`src/rtl/mux2_rr_arb.sv`:
```
`default_nettype none
// ============================================================================
// Module   : mux2_rr_arb
// Brief    : Two-channel round-robin valid/ready arbiter with per-grant burst
//            hold, driving a 2:1 mux select and a one-entry output register.
// Revision : 1.0 - initial release
// ============================================================================
module mux2_rr_arb #(
    parameter int DW    = 8,
    parameter int BURST = 4
) (
    input  logic          i_clk,
    input  logic          i_rst,
    input  logic          i_vld0,
    input  logic [DW-1:0] i_dat0,
    output logic          o_rdy0,
    input  logic          i_vld1,
    input  logic [DW-1:0] i_dat1,
    output logic          o_rdy1,
    output logic          o_sel,
    output logic          o_vld,
    output logic [DW-1:0] o_dat,
    input  logic          i_rdy
);

    typedef enum logic [1:0] {
        ST_IDLE = 2'd0,
        ST_OWN0 = 2'd1,
        ST_OWN1 = 2'd2
    } state_t;

    localparam logic [3:0] C_LAST = 4'(BURST - 1);

    state_t          r_state;
    logic            r_prio;
    logic [3:0]      r_cnt;
    logic            r_sel;
    logic            r_vld;
    logic [DW-1:0]   r_dat;

    state_t          w_state_nxt;
    logic            w_prio_nxt;
    logic [3:0]      w_cnt_nxt;
    logic            w_sel_nxt;

    logic            w_load_en;
    logic            w_xfer0;
    logic            w_xfer1;
    logic            w_own_vld;
    logic            w_own_xfer;

    // The output slot can take a new beat when empty or draining this cycle.
    assign w_load_en  = !r_vld || i_rdy;
    assign o_rdy0     = (r_state == ST_OWN0) && w_load_en;
    assign o_rdy1     = (r_state == ST_OWN1) && w_load_en;
    assign w_xfer0    = i_vld0 && o_rdy0;
    assign w_xfer1    = i_vld1 && o_rdy1;
    assign w_own_vld  = (r_state == ST_OWN0) ? i_vld0 : i_vld1;
    assign w_own_xfer = w_xfer0 || w_xfer1;

    assign o_sel = r_sel;
    assign o_vld = r_vld;
    assign o_dat = r_dat;

    always_ff @(posedge i_clk) begin
        if (i_rst) begin
            r_state <= ST_IDLE;
            r_prio  <= 1'b0;
            r_cnt   <= 4'd0;
            r_sel   <= 1'b0;
        end else begin
            r_state <= w_state_nxt;
            r_prio  <= w_prio_nxt;
            r_cnt   <= w_cnt_nxt;
            r_sel   <= w_sel_nxt;
        end
    end

    always_comb begin
        w_state_nxt = r_state;
        w_prio_nxt  = r_prio;
        w_cnt_nxt   = r_cnt;
        w_sel_nxt   = r_sel;
        case (r_state)
            ST_IDLE: begin
                // Channel 0 wins when alone or when it holds priority.
                if (i_vld0 && (!i_vld1 || !r_prio)) begin
                    w_state_nxt = ST_OWN0;
                    w_sel_nxt   = 1'b0;
                    w_prio_nxt  = 1'b1;
                    w_cnt_nxt   = 4'd0;
                end else if (i_vld1) begin
                    w_state_nxt = ST_OWN1;
                    w_sel_nxt   = 1'b1;
                    w_prio_nxt  = 1'b0;
                    w_cnt_nxt   = 4'd0;
                end
            end
            ST_OWN0, ST_OWN1: begin
                if (!w_own_vld) begin
                    w_state_nxt = ST_IDLE;
                    w_cnt_nxt   = 4'd0;
                end else if (w_own_xfer) begin
                    if (r_cnt == C_LAST) begin
                        w_state_nxt = ST_IDLE;
                        w_cnt_nxt   = 4'd0;
                    end else begin
                        w_cnt_nxt   = r_cnt + 4'd1;
                    end
                end
            end
            default: begin
                w_state_nxt = ST_IDLE;
                w_cnt_nxt   = 4'd0;
            end
        endcase
    end

    always_ff @(posedge i_clk) begin
        if (i_rst) begin
            r_vld <= 1'b0;
            r_dat <= '0;
        end else if (w_xfer0) begin
            r_vld <= 1'b1;
            r_dat <= i_dat0;
        end else if (w_xfer1) begin
            r_vld <= 1'b1;
            r_dat <= i_dat1;
        end else if (i_rdy) begin
            r_vld <= 1'b0;
        end
    end

endmodule
`default_nettype wire

```
`config.mk`:
```
export PLATFORM = sky130hd
export DESIGN_NAME = mux2_rr_arb
export DESIGN_NICKNAME = d
export VERILOG_FILES = /design/src/rtl/mux2_rr_arb.sv
export SDC_FILE = /design/constraint.sdc
export NUM_CORES = 1
export LEC_CHECK = 0
export CORE_UTILIZATION = 30
export DETAILED_ROUTE_END_ITERATION = 12
export GPL_TIMING_DRIVEN = 0
export SYNTH_ARGS = -nofsm -noshare
export SYNTH_HDL_FRONTEND = slang
export SYNTH_SLANG_ARGS = --single-unit
```
`constraint.sdc`:
```
create_clock -name i_clk -period 1.98 [get_ports i_clk]
set_clock_uncertainty 0.15 [all_clocks]
set_input_delay 0.396 -clock i_clk [delete_from_list [all_inputs] [get_ports i_clk]]
set_output_delay 0.396 -clock i_clk [all_outputs]
set_load 0.1 [all_outputs]
```
==> reports/metrics.cfg, run 1 <==
[synthesis]
synth_cell_type_count = 28
postSynthAreaPerCell_um2 = 9.180
ys_seq_area_share_pct = 37.83
syn_inst = 98
ys_ff_latch = 17
synthesis.area_um2 = 899.6
yosysWarnings = 0
syn_nets = 123

[setup_path]
critPathArrivalTime_ns = 1.39
crit_fanout = 8
required_ns = 1.43
start_kind = input pin
crit_path_end_kind = output port
worstSetupPathType = in2out

[cts]
htree_levels = 1
cts_tree = yes
ctsRootBufferMaster = clkbuf_4
numCtsBuffers = 3
cts_num_sinks = 17
clock_path_buffers = 2
cts.hold.buffers_added = 0
path_clk_slew_ns = 0.10
clkLatencyLatePin_ns = 0.28

[detailed_routing]
routedWlPerCell_um = 12.05
drc_errors = 2
drt_iter0_drc = 19
dr_total_vias = 834
viasPerCell = 5.055
firstDrtPassIters = 8
ant_nets = 0
postRouteWirelength_um = 1989

[cells_and_area]
stdcell_area_um2 = 1338
diodes = 0
multi_input_area_um2 = 536.8
layout_common_cells = clkdlybuf4s50_1 (17), dfxtp_1 (16), nor2_1 (11)
layout-drive-gt1-share_pct = 23.13
layout.nets = 160
final_cell_count_no_fill = 165
area_delta_synth_final_pct = 48.68
regArea_um2 = 341.6
final_common_cell = clkdlybuf4s50_1
n_fill_cell = 272

[power]
ir_worst_vdd_mv = 0.4572
p_leak_uw = 0.0004887
power.total_uw = 1263
powerDensity_nw_per_um2 = 944.5

[outcome]
violations = DRC
outcome = complete, but fails checks

[placed_design]
io_buffers = 31
place.gp.congestion = 0.7185
place_inst = 160
dp_slack_ns = -0.8881
dp_hpwl_um = 1509
place_area_um2 = 1252

[floorplan]
dieArea_um2 = 3222
die_width_um = 56.76
placementRows = 19
fp.dieH_um = 56.76
start_util_pct = 32.07
core_area_um2 = 2805
ios = 33

[timing]
fin_ws_ns = 0.04745
post-route-period-util_pct = 97.60
slew_headroom_pct = 63.12
slew_viol_final = 0
whs_ns = 0.1851
worstMarginPinSlew_ns = 0.5558
grt_setup_unrepaired = no
fmax_mhz = 517.5
setup_violations = 0
period_needed_ns = 1.933
hold_viol = 0

[flow_run]
maxCapViolations = 0

[grt]
grt.total_usage_pct = 13.12
grt_pass1_vias = 762
gr-total-overflow = 0
grt_pass1_wl_um = 3236
grt_max_degree = 11
antenna_found_initial = 0

[min_path]
hold_path.class = in2reg

state kept, by name, indices dropped and copies added, names as in the netlist:
name     count
o_dat        8
o_sel        1
r_state      2
o_vld        1
r_prio       1
r_cnt        4
routing by layer:
metal / global-route usage (%) / vias to the layer above / part of all wire, %
li1: - / 431 / -
met1: 14.27 / 373 / 45
met2: 22.96 / 28 / 46
met3: 4.147 / 2 / 8.2
met4: 6.272 / 0 / 0.80
met5: 0 / - / 0
report_power, final:
group          leakage [uW]  internal, uW  total (uW)  switching, uW
logic              0.000334           211         665            454
registers          0.000139           387         413           25.3
clock network     0.0000150          78.1         185            107
area by class of cell:
class                           instances  area share, %
Timing Repair Buffer                   32          25.91
Tap cell                               31          2.900
Clock buffer                            4          1.964
Multi-Input combinational cell         71          40.13
Buffer                                  5          2.152
Sequential cell                        17          25.54
Inverter                                5          1.403
worst max-delay path, cell delays in order:
cell             delay, ns
clkdlybuf4s50_1       0.47
nand2b_4              0.16
and2_2                0.16
buf_8                 0.19
kinds of logic (layout without fill, tap and decap cells):
family,count (synthesis),count (layout),synth area share [%]
fa+ha+maj,4,4,5.564
compound gates,28,28,23.09
buf+inv,10,46,5.284
mux,9,9,10.01
flops,17,17,37.83
simple gates,30,30,18.22
Yosys cell counts (all sizes together):
master   n  area, um2
nand2    3      11.26
o21ba    1      10.01
mux2i    9      90.09
dfxtp   17      340.3
nand3    3      15.01
ha       4      50.05
or3      1      6.260
a311oi   1      8.760
o21ai    4      20.02
a32oi    1      8.760
a211oi  10      80.07
or2b     1      7.510
a22o     1      17.52
inv      5      18.77
nand2b   1      8.760
clkbuf   1      3.750
buf      4      25.02
nor2    11      41.29
a21oi    6      30.03
and2     3      18.77
o31ai    2      15.01
o41ai    2      17.52
and3     2      12.51
or4      2      15.01
nor3b    3      27.52
path summary, 6_finish.rpt:
| check | cells past startpoint | slack [ns] | to | from |
|---|---|---|---|---|
| worst max register to register | 6 | 0.09 | r_cnt[3]$_SDFFE_PP0P_ | r_state[1]$_SDFFE_PP0P_ |
| worst min register to register | 2 | 0.34 | r_cnt[3]$_SDFFE_PP0P_ | r_cnt[3]$_SDFFE_PP0P_ |
| worst min-delay path | 2 | 0.19 | o_dat[4]$_SDFFE_PP0P_ | i_rst |
| worst max-delay path | 4 | 0.05 | o_rdy0 | i_rdy |
per-stage QoR:
step / util, % / TNS [ns]
finish: 47.68 / 0
global route: 47.68 / 0
CTS: 46.48 / 0
detailed placement: 44.65 / -5.307
global placement: 44.65 / -5.110
floorplan: - / 0
timing repair:
| action | in CTS | in global routing |
|---|---|---|
| gates resized for setup | 47 | 7 |
| cloned | 0 | 0 |
| buffers inserted | 0 | 1 |
| setup endpoints to repair | 13 | 5 |
Power figures use the tool's default switching activity.
==> run 2: changes to the inputs <==
Settings changed: GPL_TIMING_DRIVEN 0 to not set.
==> run 2 against run 1 <==
The run still ends with DRC left. Largest cell class is now non-clock buffers. Final area up 11%. Highest routed layer unchanged. Non-clock buffer count up 6. Setup slack better by 0.013 ns. Hold slack better by 0.16 ns. Critical endpoint unchanged.
==> reports/metrics.cfg, run 2 (same netlist as run 1, synthesis figures left out) <==
[outcome]
outcome = complete, but fails checks
violations = DRC

[timing]
post-route-period-util_pct = 96.97
slew_viol_final = 0
tns_ns = 0
worstMarginPinSlew_ns = 0.4544
fin_ws_ns = 0.06000
period_needed_ns = 1.920
slew_headroom_pct = 69.71
grt_setup_unrepaired = yes
fmax_mhz = 520.8
setup_violations = 0
hold_viol = 0

[detailed_routing]
firstDrtPassIters = 8
drt_iter0_drc = 16
viasPerCell = 5.146
ant_nets = 0
routedWlPerCell_um = 13.58
dr_total_vias = 880
postRouteWirelength_um = 2323
drc_errors = 2

[cts]
htree_levels = 1
cts_tree = yes
clock_path_buffers = 2
cts_num_sinks = 17
path_clk_slew_ns = 0.11
clkLatencyLatePin_ns = 0.30
numCtsBuffers = 3
ctsRootBufferMaster = clkbuf_4

[setup_path]
required_ns = 1.43
path_cells = clkdlybuf4s50_1 -> nand2b_4 -> and2_2 -> buf_12
crit_path_end_kind = output port
cp_slowest_cell = clkdlybuf4s50_1
worstSetupPathType = in2out
rrSetupSlack_ns = 0.07
critPathArrivalTime_ns = 1.37
start_kind = input pin
crit_fanout = 8
cpPeakStageDelay_ns = 0.46

[floorplan]
die_width_um = 56.76
core_area_um2 = 2805
ios = 33
fp.dieH_um = 56.76
dieArea_um2 = 3222
placementRows = 19
start_util_pct = 32.07

[placed_design]
dp_slack_ns = -0.2129
place.gp.congestion = 0.7685
io_buffers = 32
dp_hpwl_um = 1762
place_area_um2 = 1449

[cells_and_area]
postLayoutCoreUtil_pct = 53.08
final_common_cell = clkdlybuf4s50_1
layout-drive-gt1-share_pct = 26.43
area_delta_synth_final_pct = 65.51
n_fill_cell = 263
stdcell_area_um2 = 1489
layout.nets = 166
largest_reg_flops = 8
layout_common_cells = clkdlybuf4s50_1 (20), dfxtp_1 (16), buf_12 (13)
diodes = 0

[grt]
gr-total-overflow = 0
grt.total_usage_pct = 15.60
grt_pass1_vias = 877
grt_pass1_wl_um = 3822
antenna_found_initial = 0
grt_max_degree = 17

[power]
powerDensity_nw_per_um2 = 953.9
p_leak_uw = 0.0005546
power.total_uw = 1420
ir_worst_vdd_mv = 0.6511

[min_path]
hold_path.class = reg2reg

[flow_run]
maxCapViolations = 0

## run 2: cell count changes in the layout (fill, tap and decap cells not counted), sizes merged
cell / delta
buf: +16
clkdlybuf4s15: -10
clkdlybuf4s50: +3
clkbuf: -1
dlygate4sd2: -1
dlymetal6s2s: -1
## run 2: where the power goes
group | internal, uW | leakage (uW) | total, uW | switching [uW]
clock | 78.6 | 0.0000150 | 201 | 123
sequential | 388 | 0.000139 | 432 | 44.1
combinational | 321 | 0.000400 | 787 | 467
total | 787 | 0.000555 | 1420 | 634
## run 2: cell type report
class / instances / area, um2 / area share (%)
Tap cell: 31 / 38.79 / 2.605
Timing Repair Buffer: 43 / 535.5 / 35.97
Multi-Input combinational cell: 71 / 528.0 / 35.46
Clock buffer: 4 / 26.28 / 1.765
Sequential cell: 17 / 341.6 / 22.94
Inverter: 5 / 18.77 / 1.261
## run 2: repair_timing
action | CTS | global route
hold endpoints to repair | 0 | 0
endpoints found under the setup margin | 0 | 4
resized for setup | 0 | 4
setup buffers | 0 | 0
hold buffers | 0 | 0
## run 2: routing by layer
| layer | global-route usage (%) | vias up | wire length (um) |
|---|---|---|---|
| met3 | 7.604 | 4 | 200 |
| met2 | 26.53 | 31 | 1129 |
| met1 | 16.85 | 403 | 968 |
| li1 | - | 442 | - |
| met5 | 0 | - | 0 |
| met4 | 5.226 | 0 | 24 |
## run 2: worst max-delay path, delay by kind of cell
kind / cells / cell delay, ns
buffers and inverters: 2 / 0.64
and+or+nand+nor: 2 / 0.33
## run 2: per-stage QoR
step           hold WS [ns]  cells
6_report             0.3481    171
5_1_grt              0.3809    171
4_1_cts              0.3488    171
3_5_place_dp         0.3268    167
3_3_place_gp         0.3194    167
2_1_floorplan        0.2994     98
## run 2: final timing paths
check	start	endpoint	cells past startpoint
max	i_rdy	o_rdy0	4
min	r_cnt[3]$_SDFFE_PP0P_	r_cnt[3]$_SDFFE_PP0P_	2
max reg2reg	r_state[1]$_SDFFE_PP0P_	r_cnt[3]$_SDFFE_PP0P_	6
min reg2reg	r_cnt[3]$_SDFFE_PP0P_	r_cnt[3]$_SDFFE_PP0P_	2
==> run 3: changes to the inputs <==
Settings changed: RECOVER_POWER set to 100.
==> run 3 against run 2 <==
The flow still finishes with violations (DRC). Flip-flop and latch count did not move. Die area did not move. Hold slack barely moved. Core utilization fell by 1.1 points. Power fell by 1.8%. Global-route usage unchanged. Clock power is essentially flat. Final area is 2.0% lower. Setup slack hardly changed. Wire length down 0.30%. Critical path type unchanged. Largest cell class is now multi-input gates.
==> reports/metrics.cfg, run 3 (same netlist as run 1, synthesis figures left out) <==
[grt]
use_met3_pct = 7.604
grt_use_met1_pct = 16.85
antenna_found_initial = 0
grt_max_degree = 17
top_usage_layer = met2
grt_pass1_wl_um = 3822
grtUsageMet2_pct = 26.53
gr-total-overflow = 0
grt.total_usage_pct = 15.60
grt_pass1_vias = 877

[cts]
cts_num_sinks = 17
htree_levels = 1
numCtsBuffers = 3
ctsRootBufferMaster = clkbuf_4
clkLatencyLatePin_ns = 0.30
cts_setup_buffers = 0
cts.repair.resized = 0
cts_tree = yes
clock_path_buffers = 2
cts.hold.buffers_added = 0
path_clk_slew_ns = 0.11

[timing]
period_needed_ns = 1.920
fmax_mhz = 520.9
whs_ns = 0.3481
hold_viol = 0
slew_headroom_pct = 63.56
slew_viol_final = 0
worstMarginPinSlew_ns = 0.5490
setup_violations = 0
post-route-period-util_pct = 96.95
grt_setup_unrepaired = yes

[detailed_routing]
routedWlPerCell_um = 13.54
drt_iter0_drc = 19
viasPerCell = 5.140
postRouteWirelength_um = 2316
drc_errors = 2
ant_nets = 0
dr_total_vias = 879
firstDrtPassIters = 8

[power]
netSwitchingPower_uw = 629.3
p_seq_share_pct = 30.7
powerDensity_nw_per_um2 = 956.2
p_sw_share_pct = 45.11
p_leak_uw = 0.0005470
internal_power_uw = 765.7
power.total_uw = 1395
ir_worst_vdd_mv = 0.6212
combPwrFrac_pct = 54.9
p_clk_share_pct = 14.4

[setup_path]
start_kind = input pin
path_buf_inv = 2
cpPeakStageDelay_ns = 0.46
critPathTopFamily = buffers and inverters
path_cells = clkdlybuf4s50_1 -> nand2b_4 -> and2_2 -> buf_12
critPathArrivalTime_ns = 1.37
crit_fanout = 8
worstSetupPathType = in2out
required_ns = 1.43
cp_slowest_cell = clkdlybuf4s50_1
crit_path_end_kind = output port

[floorplan]
ios = 33
fp.dieH_um = 56.76
dieArea_um2 = 3222
start_util_pct = 32.07
die_width_um = 56.76
core_area_um2 = 2805
placementRows = 19

[cells_and_area]
final_common_cell = clkdlybuf4s50_1
layout.nets = 166
final_cell_count_no_fill = 171
layout-drive-gt1-share_pct = 26.43
diodes = 0
n_fill_cell = 267
multi_input_area_um2 = 528.0
largest_reg_flops = 8
area_delta_synth_final_pct = 62.17
regArea_um2 = 341.6
layout_common_cells = clkdlybuf4s50_1 (20), dfxtp_1 (16), nor2_1 (11), buf_12 (11), buf_4 (10)

[placed_design]
io_buffers = 32
place.gp.congestion = 0.7685
dp_hpwl_um = 1762
place_inst = 167

[outcome]
outcome = complete, but fails checks
violations = DRC

[min_path]
hold_path.class = reg2reg

[flow_run]
maxCapViolations = 0

==> run 3: changes by cell type in the layout (fill, tap and decap cells not counted) <==
cell      delta
buf_12       -2
clkbuf_2     +2
==> run 3: layout make-up <==
class / instances / area share (%)
inverters: 5 / 1.286
clock buffers: 4 / 1.801
multi-input cells: 71 / 36.19
well taps: 31 / 2.659
repair buffers: 43 / 34.65
flip-flops and latches: 17 / 23.41
==> run 3: worst min-delay path: stages (launching register included) <==
cell	delay, ns
dfxtp_1	0.34
o31ai_1	0.07
a21oi_1	0.06
==> run 3: routing by layer <==
layer	up-vias	share of wire [%]
met5	-	0
met4	0	1.0
met3	4	8.3
met2	31	48
met1	402	42
li1	442	-
==> run 3: worst paths after layout <==
kind / startpoint / slack, ns / to / depth (start not counted)
setup / recovery: i_rdy / 0.06 / o_rdy0 / 4
setup reg to reg: r_state[1]$_SDFFE_PP0P_ / 0.07 / r_cnt[3]$_SDFFE_PP0P_ / 6
hold / removal: r_cnt[3]$_SDFFE_PP0P_ / 0.35 / r_cnt[3]$_SDFFE_PP0P_ / 2
hold reg to reg: r_cnt[3]$_SDFFE_PP0P_ / 0.35 / r_cnt[3]$_SDFFE_PP0P_ / 2
==> run 3: power groups by stage <==
stage | Combinational, uW | Sequential [uW] | Clock [uW]
final | 766 | 428 | 201
after global routing | 804 | 434 | 229
after CTS | 781 | 431 | 209
after detailed placement | 778 | 438 | 0
after global placement | 770 | 436 | 0
after floorplan | 252 | 654 | 0
==> run 3: per-stage QoR <==
| step | utilization [%] | worst slack, ns | area, um2 | setup TNS (ns) |
|---|---|---|---|---|
| 4_1_cts | 52.59 | 0.001453 | 1475 | 0 |
| 6_report | 52.01 | 0.06031 | 1459 | 0 |
| 5_1_grt | 52.01 | -0.03905 | 1459 | -0.06985 |
| 3_5_place_dp | 51.65 | -0.2129 | 1449 | -2.218 |
| 3_3_place_gp | 51.65 | -0.1938 | 1449 | -1.640 |
| 2_1_floorplan | - | 0.1985 | 903.4 | 0 |
